## src/rtl/regfile_read.sv

```systemverilog
// regfile_read: 8 x 8-bit register file read stage with a pending-write
// scoreboard for RAW/WAW hazard detection.
//
// Optional feature: define REGFILE_BYPASS_EN to forward a same-cycle
// writeback onto the operand path. That resolves a RAW hazard on the
// written register in the writeback cycle itself. WAW detection is
// identical in both builds.
//
// Handshake: rd_valid is the decode-side valid, and ~stall is this
// stage's ready. An instruction is accepted on a rising edge where
// rd_valid=1 and stall=0. stall is combinational, so decode must hold
// rs_addr/rt_addr/dest_en/dest_addr steady while stalled. Accepted
// operands appear on op_a/op_b with an op_valid pulse exactly one cycle
// later. op_a/op_b hold their values between pulses.

module regfile_read (
  input  logic       clk,
  input  logic       reset,
  input  logic       wb_en,
  input  logic [2:0] wb_addr,
  input  logic [7:0] wb_data,
  input  logic       rd_valid,
  input  logic [2:0] rs_addr,
  input  logic [2:0] rt_addr,
  input  logic       dest_en,
  input  logic [2:0] dest_addr,
  output logic       stall,
  output logic       op_valid,
  output logic [7:0] op_a,
  output logic [7:0] op_b,
  output logic [7:0] pending
);

  // Architectural state
  logic [7:0] r_regs [8];
  logic [7:0] r_pending;
  logic       r_op_valid;
  logic [7:0] r_op_a;
  logic [7:0] r_op_b;

  // Combinational helpers
  logic       w_wb_write;
  logic       w_rs_byp;
  logic       w_rt_byp;
  logic [7:0] w_rs_val;
  logic [7:0] w_rt_val;
  logic       w_raw_a;
  logic       w_raw_b;
  logic       w_waw;
  logic       w_stall;
  logic       w_accept;
  logic [7:0] w_clr_mask;
  logic [7:0] w_set_mask;
  logic [7:0] w_pending_nxt;

  // R0 is hardwired to zero, so a writeback to it is a no-op
  assign w_wb_write = wb_en && (wb_addr != 3'd0);

`ifdef REGFILE_BYPASS_EN
  // Same-cycle writeback to a source register supplies that source directly
  assign w_rs_byp = w_wb_write && (wb_addr == rs_addr);
  assign w_rt_byp = w_wb_write && (wb_addr == rt_addr);
`else
  // Without forwarding the array is the only operand source; a dependent
  // instruction waits until the pending bit has been cleared
  assign w_rs_byp = 1'b0;
  assign w_rt_byp = 1'b0;
`endif

  // Operand select and hazard detection
  always_comb begin
    w_rs_val = 8'h00;
    w_rt_val = 8'h00;
    w_raw_a  = 1'b0;
    w_raw_b  = 1'b0;
    w_waw    = 1'b0;
    if (rs_addr != 3'd0) begin
      w_rs_val = w_rs_byp ? wb_data : r_regs[rs_addr];
      w_raw_a  = r_pending[rs_addr] && !w_rs_byp;
    end
    if (rt_addr != 3'd0) begin
      w_rt_val = w_rt_byp ? wb_data : r_regs[rt_addr];
      w_raw_b  = r_pending[rt_addr] && !w_rt_byp;
    end
    if (dest_en && (dest_addr != 3'd0)) begin
      w_waw = r_pending[dest_addr];
    end
  end

  assign w_stall  = rd_valid && (w_raw_a || w_raw_b || w_waw);
  assign w_accept = rd_valid && !w_stall;

  // Scoreboard update: clear on writeback, then set on accept so set wins
  always_comb begin
    w_clr_mask = 8'h00;
    w_set_mask = 8'h00;
    if (wb_en) begin
      w_clr_mask = 8'h01 << wb_addr;
    end
    if (w_accept && dest_en && (dest_addr != 3'd0)) begin
      w_set_mask = 8'h01 << dest_addr;
    end
    w_pending_nxt = ((r_pending & ~w_clr_mask) | w_set_mask) & 8'hFE;
  end

  // Register array write port
  always_ff @(posedge clk or posedge reset) begin
    if (reset) begin
      for (int i = 0; i < 8; i++) begin
        r_regs[i] <= 8'h00;
      end
    end else if (w_wb_write) begin
      r_regs[wb_addr] <= wb_data;
    end
  end

  // Pending-write scoreboard
  always_ff @(posedge clk or posedge reset) begin
    if (reset) begin
      r_pending <= 8'h00;
    end else begin
      r_pending <= w_pending_nxt;
    end
  end

  // Operand output registers: load on accept, hold otherwise
  always_ff @(posedge clk or posedge reset) begin
    if (reset) begin
      r_op_valid <= 1'b0;
      r_op_a     <= 8'h00;
      r_op_b     <= 8'h00;
    end else begin
      r_op_valid <= w_accept;
      if (w_accept) begin
        r_op_a <= w_rs_val;
        r_op_b <= w_rt_val;
      end
    end
  end

  assign stall    = w_stall;
  assign op_valid = r_op_valid;
  assign op_a     = r_op_a;
  assign op_b     = r_op_b;
  assign pending  = r_pending;

endmodule

```

## config.mk

```make
export PLATFORM = sky130hd
export DESIGN_NAME = regfile_read
export DESIGN_NICKNAME = d
export VERILOG_FILES = /design/src/rtl/regfile_read.sv
export SDC_FILE = /design/constraint.sdc
export NUM_CORES = 1
export LEC_CHECK = 0
export ABC_AREA = 1
export ABC_CLOCK_PERIOD_IN_PS = 2610
export CORE_ASPECT_RATIO = 1.4
export CORE_MARGIN = 2
export CORE_UTILIZATION = 51
export CTS_CLUSTER_SIZE = 12
export DETAILED_ROUTE_END_ITERATION = 7
export PLACE_DENSITY_LB_ADDON = 0.08
export SLEW_MARGIN = 20
export SYNTH_ARGS = -nofsm -noshare
export SYNTH_HDL_FRONTEND = slang
export SYNTH_SLANG_ARGS = --single-unit
```

## constraint.sdc

```tcl
create_clock -name clk -period 2.61 [get_ports clk]
set_input_delay 0.261 -clock clk [delete_from_list [all_inputs] [get_ports clk]]
set_output_delay 0.261 -clock clk [all_outputs]
set_load 0.005 [all_outputs]
```

* After elaboration in Yosys (flattened, before gate mapping) *
Cells that the tools add are included.

cells by class
  bitwise operators = 6
  shift-type cells = 2
  reduce and logical (&&, ||, !) cells = 14
  $lt $le $gt $ge = 7
  multiplexer cells = 22

operators with widths
  cell                 count
  $mux 8               9
  $bwmux 64            1
  $bmux 8 s3           2
  $demux 8 s3          1
  $shl 1x3->8 const A  2
  $ge 4x4->1 const B   3
  $lt 3x4->1 const B   3
  $not 3->4            3
  $reduce_bool 3->1    4
  $bmux 1 s3           3
  $and 8x8->8          1
  $not 8->8            1
  $or 8x8->8           1
  $logic_and 1x1->1    7
  $mux 1               6
  $lt 4x1->1 const B   1
  $logic_or 1x1->1     2
  $logic_not 1->1      1

word-level totals
  bits of input ports = 25
  register bits after elaboration = 88
  output and inout port bits = 26

* Depth between registers and ports, before layout *
  depth after elaboration = 12
  mapped depth = 12
  mapped depth without buffers = 11

* Least setup slack after synthesis *
No wires, ideal clock.

  path type = flip-flop to flip-flop
  start point = register r_pending[4] (netlist: pending[4])
  end point = register r_op_a[0] (netlist: op_a[0])
  arrival time = 1,396 ps
  stages on the path, launching flop included = 11
  period minus slack after synthesis = 1,513 ps
  slack = 1,097 ps
  path buffers = 1
  setup time = 117 ps
  cells stage by stage = dfrtp_1 > or2_0 > nand3_1 > nand2_1 > nand2_2 > nand3_4 > nor2_4 > nand2_4 > buf_12 > nand2_2 > nand2_1

on the way
  longest elaborated chain between the ends = 8

ends and longest elaborated chain
  what                           line    source
  start, declared                36      logic [7:0] r_pending;
  start signal, assigned         122     r_pending <= w_pending_nxt;
  $bmux 1 s3 (on tied branches)  79, 83
  $mux 1 (on tied branches)      79, 83
  $mux 1 (on tied branches)      77, 81
  $logic_or 1x1->1               90      assign w_stall = rd_valid && (w_raw_a || w_raw_b || w_waw);
  $logic_or 1x1->1 (*)           90
  $logic_and 1x1->1 (*)          90
  $logic_not 1->1 (*)            91      assign w_accept = rd_valid && !w_stall;
  $logic_and 1x1->1 (*)          91
  end signal, assigned           135     r_op_a <= w_rs_val;
  end, declared                  38      logic [7:0] r_op_a;

Every way passes the cells marked *; elsewhere a longest branch is shown, timed or not. The select of a mux whose other input is x is not followed.
A chain may end at the register's enable or synchronous reset.

* Worst setup path after layout *
  start point = input dest_addr[0]
  end point = output stall

on the way
  longest elaborated chain between the ends = 5

ends and longest elaborated chain
  what                                                                      line    source
  start, declared                                                           26      input logic [2:0] dest_addr,
  $bmux 1 s3 / $reduce_bool 3->1 (equally long branches)                    86, 85
  $mux 1 (implied by the code) / $logic_and 1x1->1 (equally long branches)  86, 85
  $mux 1 (*)                                                                85      if (dest_en && (dest_addr != 3'd0)) begin
  $logic_or 1x1->1 (*)                                                      90
  $logic_and 1x1->1 (*)                                                     90
  end, declared                                                             27      output logic stall,

Marks and branches as above.

==> results.sh <==
export IMPL_status="completed"
export IMPL_path_delay_family="buffers and inverters"
export IMPL_finalHoldViolCount=0
export IMPL_grt_use_total_pct=26.9
export IMPL_setup_viol=0
export IMPL_finalClockSkew_ns=0.00611
export IMPL_syn_num_nets=644
export IMPL_hold_ws_ns=0.225
export IMPL_core_area_um2=9030
export IMPL_ys_ff_latch=88
export IMPL_layout_common_cells="180 x nand2_1, 89 x o21ai_0, 88 x dfrtp_1"
export IMPL_rsz0062_at_grt="no"
export IMPL_rows=41
export IMPL_die_h_um=118
export IMPL_drive_gt1_share_pct=9.16
export IMPL_crit_path_end_kind="output port"
export IMPL_cp_arrival_ns=2.13
export IMPL_syn_area_um2=4730
export IMPL_power_density_nw_per_um2=713
export IMPL_report_final_slew_viol_count=0
export IMPL_viasPerCell=5.71
export IMPL_crit_path_start_kind="input pin"
export IMPL_fill_cells=827
export IMPL_path_class="in -> out"
export IMPL_final_common_cell="nand2_1"
export IMPL_critPathSlowestCell="clkdlybuf4s50_1"
export IMPL_setup_ws_ns=0.222
export IMPL_dr_pass1_iters=5
export IMPL_cts_root_buf="clkbuf_16"
export IMPL_die_w_um=85.4
export IMPL_first_iter_violations=392
export IMPL_critPathBufInv=2
export IMPL_ant_nets=0
export IMPL_grt_max_degree=65
export IMPL_initial_utilization_pct=52.4
export IMPL_post_route_period_util_pct=91.5
export IMPL_tns_ns=0
export IMPL_cp_max_fo=9
export IMPL_synth_cell_type_count=29
export IMPL_place_ws_ns=0.177
export IMPL_io_buffers=49
export IMPL_wl_um=12900
export IMPL_yosys_warnings=0
export IMPL_multi_input_area_um2=2090
export IMPL_cts_tree="yes"
export IMPL_dr_total_vias=4354
export IMPL_peakVddDrop_v=0.000575
export IMPL_yosysSeqAreaShare_pct=46.6
export IMPL_gr_total_overflow=0
export IMPL_drc=0
export IMPL_maxSlewHeadroom_pct=56.6
export IMPL_cp_data_required_time_ns=2.35
export IMPL_hp_class="in -> async"
export IMPL_avgSynthCellArea_um2=7.64
export IMPL_fin_nets=675
export IMPL_grt_pass1_vias=4243
export IMPL_fmax_mhz=419
export IMPL_clock_latency_ns=0.35
export IMPL_antenna_diode_count=0
export IMPL_io_pins=51
export IMPL_period_needed_ns=2.39
export IMPL_htreeDepth=3
export IMPL_worstMarginPinSlew_ns=0.649
export IMPL_tritoncts_num_buffers=9
export IMPL_antenna_found_initial=0
export IMPL_clk_path_buf_depth=2
export IMPL_dieArea_um2=10100
export IMPL_cts_sinks=88
export IMPL_clkTransAtPathRegs_ns=0.06
export IMPL_gp_congestion=0.920
export IMPL_regArea_um2=2200
export IMPL_drv_cap=0
export IMPL_cts_hold_buffers=0
export IMPL_post_drt_wl_per_cell_um=16.9
export IMPL_leakage_nw=2.66
export IMPL_grt_pass1_wl_um=21000
export IMPL_critical_path_max_stage_delay_ns=0.59
export IMPL_syn_inst=619
export IMPL_syn2layout_area_growth_pct=16.9
export IMPL_path_cells="clkdlybuf4s50_1 > nand2_1 > o21ai_1 > nor2_2 > nor2_4 > nor2_4 > nor2_1 > clkdlybuf4s50_1"
export IMPL_hpwl_um=8720
area by class of cell:
| cell class | count | area share, % |
|---|---|---|
| Clock buffer | 9 | 4.08 |
| Clock inverter | 7 | 0.838 |
| Inverter | 60 | 4.10 |
| Multi-Input combinational cell | 428 | 37.9 |
| Sequential cell | 88 | 39.8 |
| Tap cell | 107 | 2.42 |
| Timing Repair Buffer | 63 | 10.8 |
report_power, final:
part           total [mW]  switching (mW)  internal (mW)
Sequential           1.79           0.167           1.62
Clock                1.20           0.552          0.646
Combinational       0.955           0.518          0.437
registers in the layout, summed over array words and instances, names as in the netlist:
name and count:
op_valid 1, op_b 8, r_regs 64, op_a 8, pending 7
worst paths after layout:
path,startpoint,endpoint,slack [ns],cells after the start
setup / recovery,dest_addr[0],stall,0.22,8
hold / removal,reset,r_regs[0],0.23,2
setup reg to reg,pending[2],op_a[5],0.95,10
hold reg to reg,r_regs[62],r_regs[62],0.40,0
max in group asynchronous,reset,r_regs[32],1.70,3
min in group clk,r_regs[62],r_regs[62],0.40,0
cell usage after synthesis, drive strengths merged:
master	number	area share [%]
a21boi	1	0.40
a21oi	32	3.4
a31oi	16	2.1
buf	20	2.6
clkbuf	23	1.8
conb	1	0.079
dfrtp	88	47
inv	60	4.8
nand2	194	16
nand3	34	3.9
nand4	7	0.93
nor2	15	1.6
nor3	2	0.45
o211ai	32	5.1
o21ai	93	10
or2	1	0.13
worst register-to-register path: stages, from the launching register on:
cell and delay (ns):
dfrtp_1 0.40, inv_1 0.16, nand2_1 0.07, nand3_1 0.06, nand3_1 0.08, nand2_2 0.09, nand3_4 0.09, nor2_4 0.21
nand2_4 0.21, nand2_1 0.12, nand2_1 0.06
per-layer routing:
| metal | routed length [µm] | GRT usage [%] |
|---|---|---|
| met5 | 0 | 0 |
| met4 | 643 | 15.0 |
| met3 | 586 | 5.54 |
| met2 | 6400 | 43.8 |
| met1 | 5250 | 32.9 |
repair_timing:
item | CTS | global route
endpoints found under the setup margin | 0 | 1
gates resized for setup | 0 | 2
setup buffers | 0 | 1
endpoints found under the hold margin | 0 | 0
cell families (layout without fill, tap and decap cells):
logic type,Yosys count,after routing,share of synthesized area [%]
buffers and inverters,103,139,9.18
AOI/OAI and AO/OA,174,174,21.0
and+or+nand+nor,253,253,23.2
DFF,88,88,46.6
other,1,1,0.0793
per-stage QoR:
| step | cells | power, mW | util, % | cell area, µm² |
|---|---|---|---|---|
| global placement | 745 | 2.72 | 58.1 | 5250 |
| floorplan | 619 | 2.35 | - | 4730 |
| global route | 762 | 4.17 | 61.2 | 5530 |
| finish | 762 | 3.94 | 61.2 | 5530 |
| detailed placement | 745 | 2.76 | 58.1 | 5250 |
| CTS | 761 | 3.97 | 61.1 | 5520 |
(Power assumes the default switching activity.)
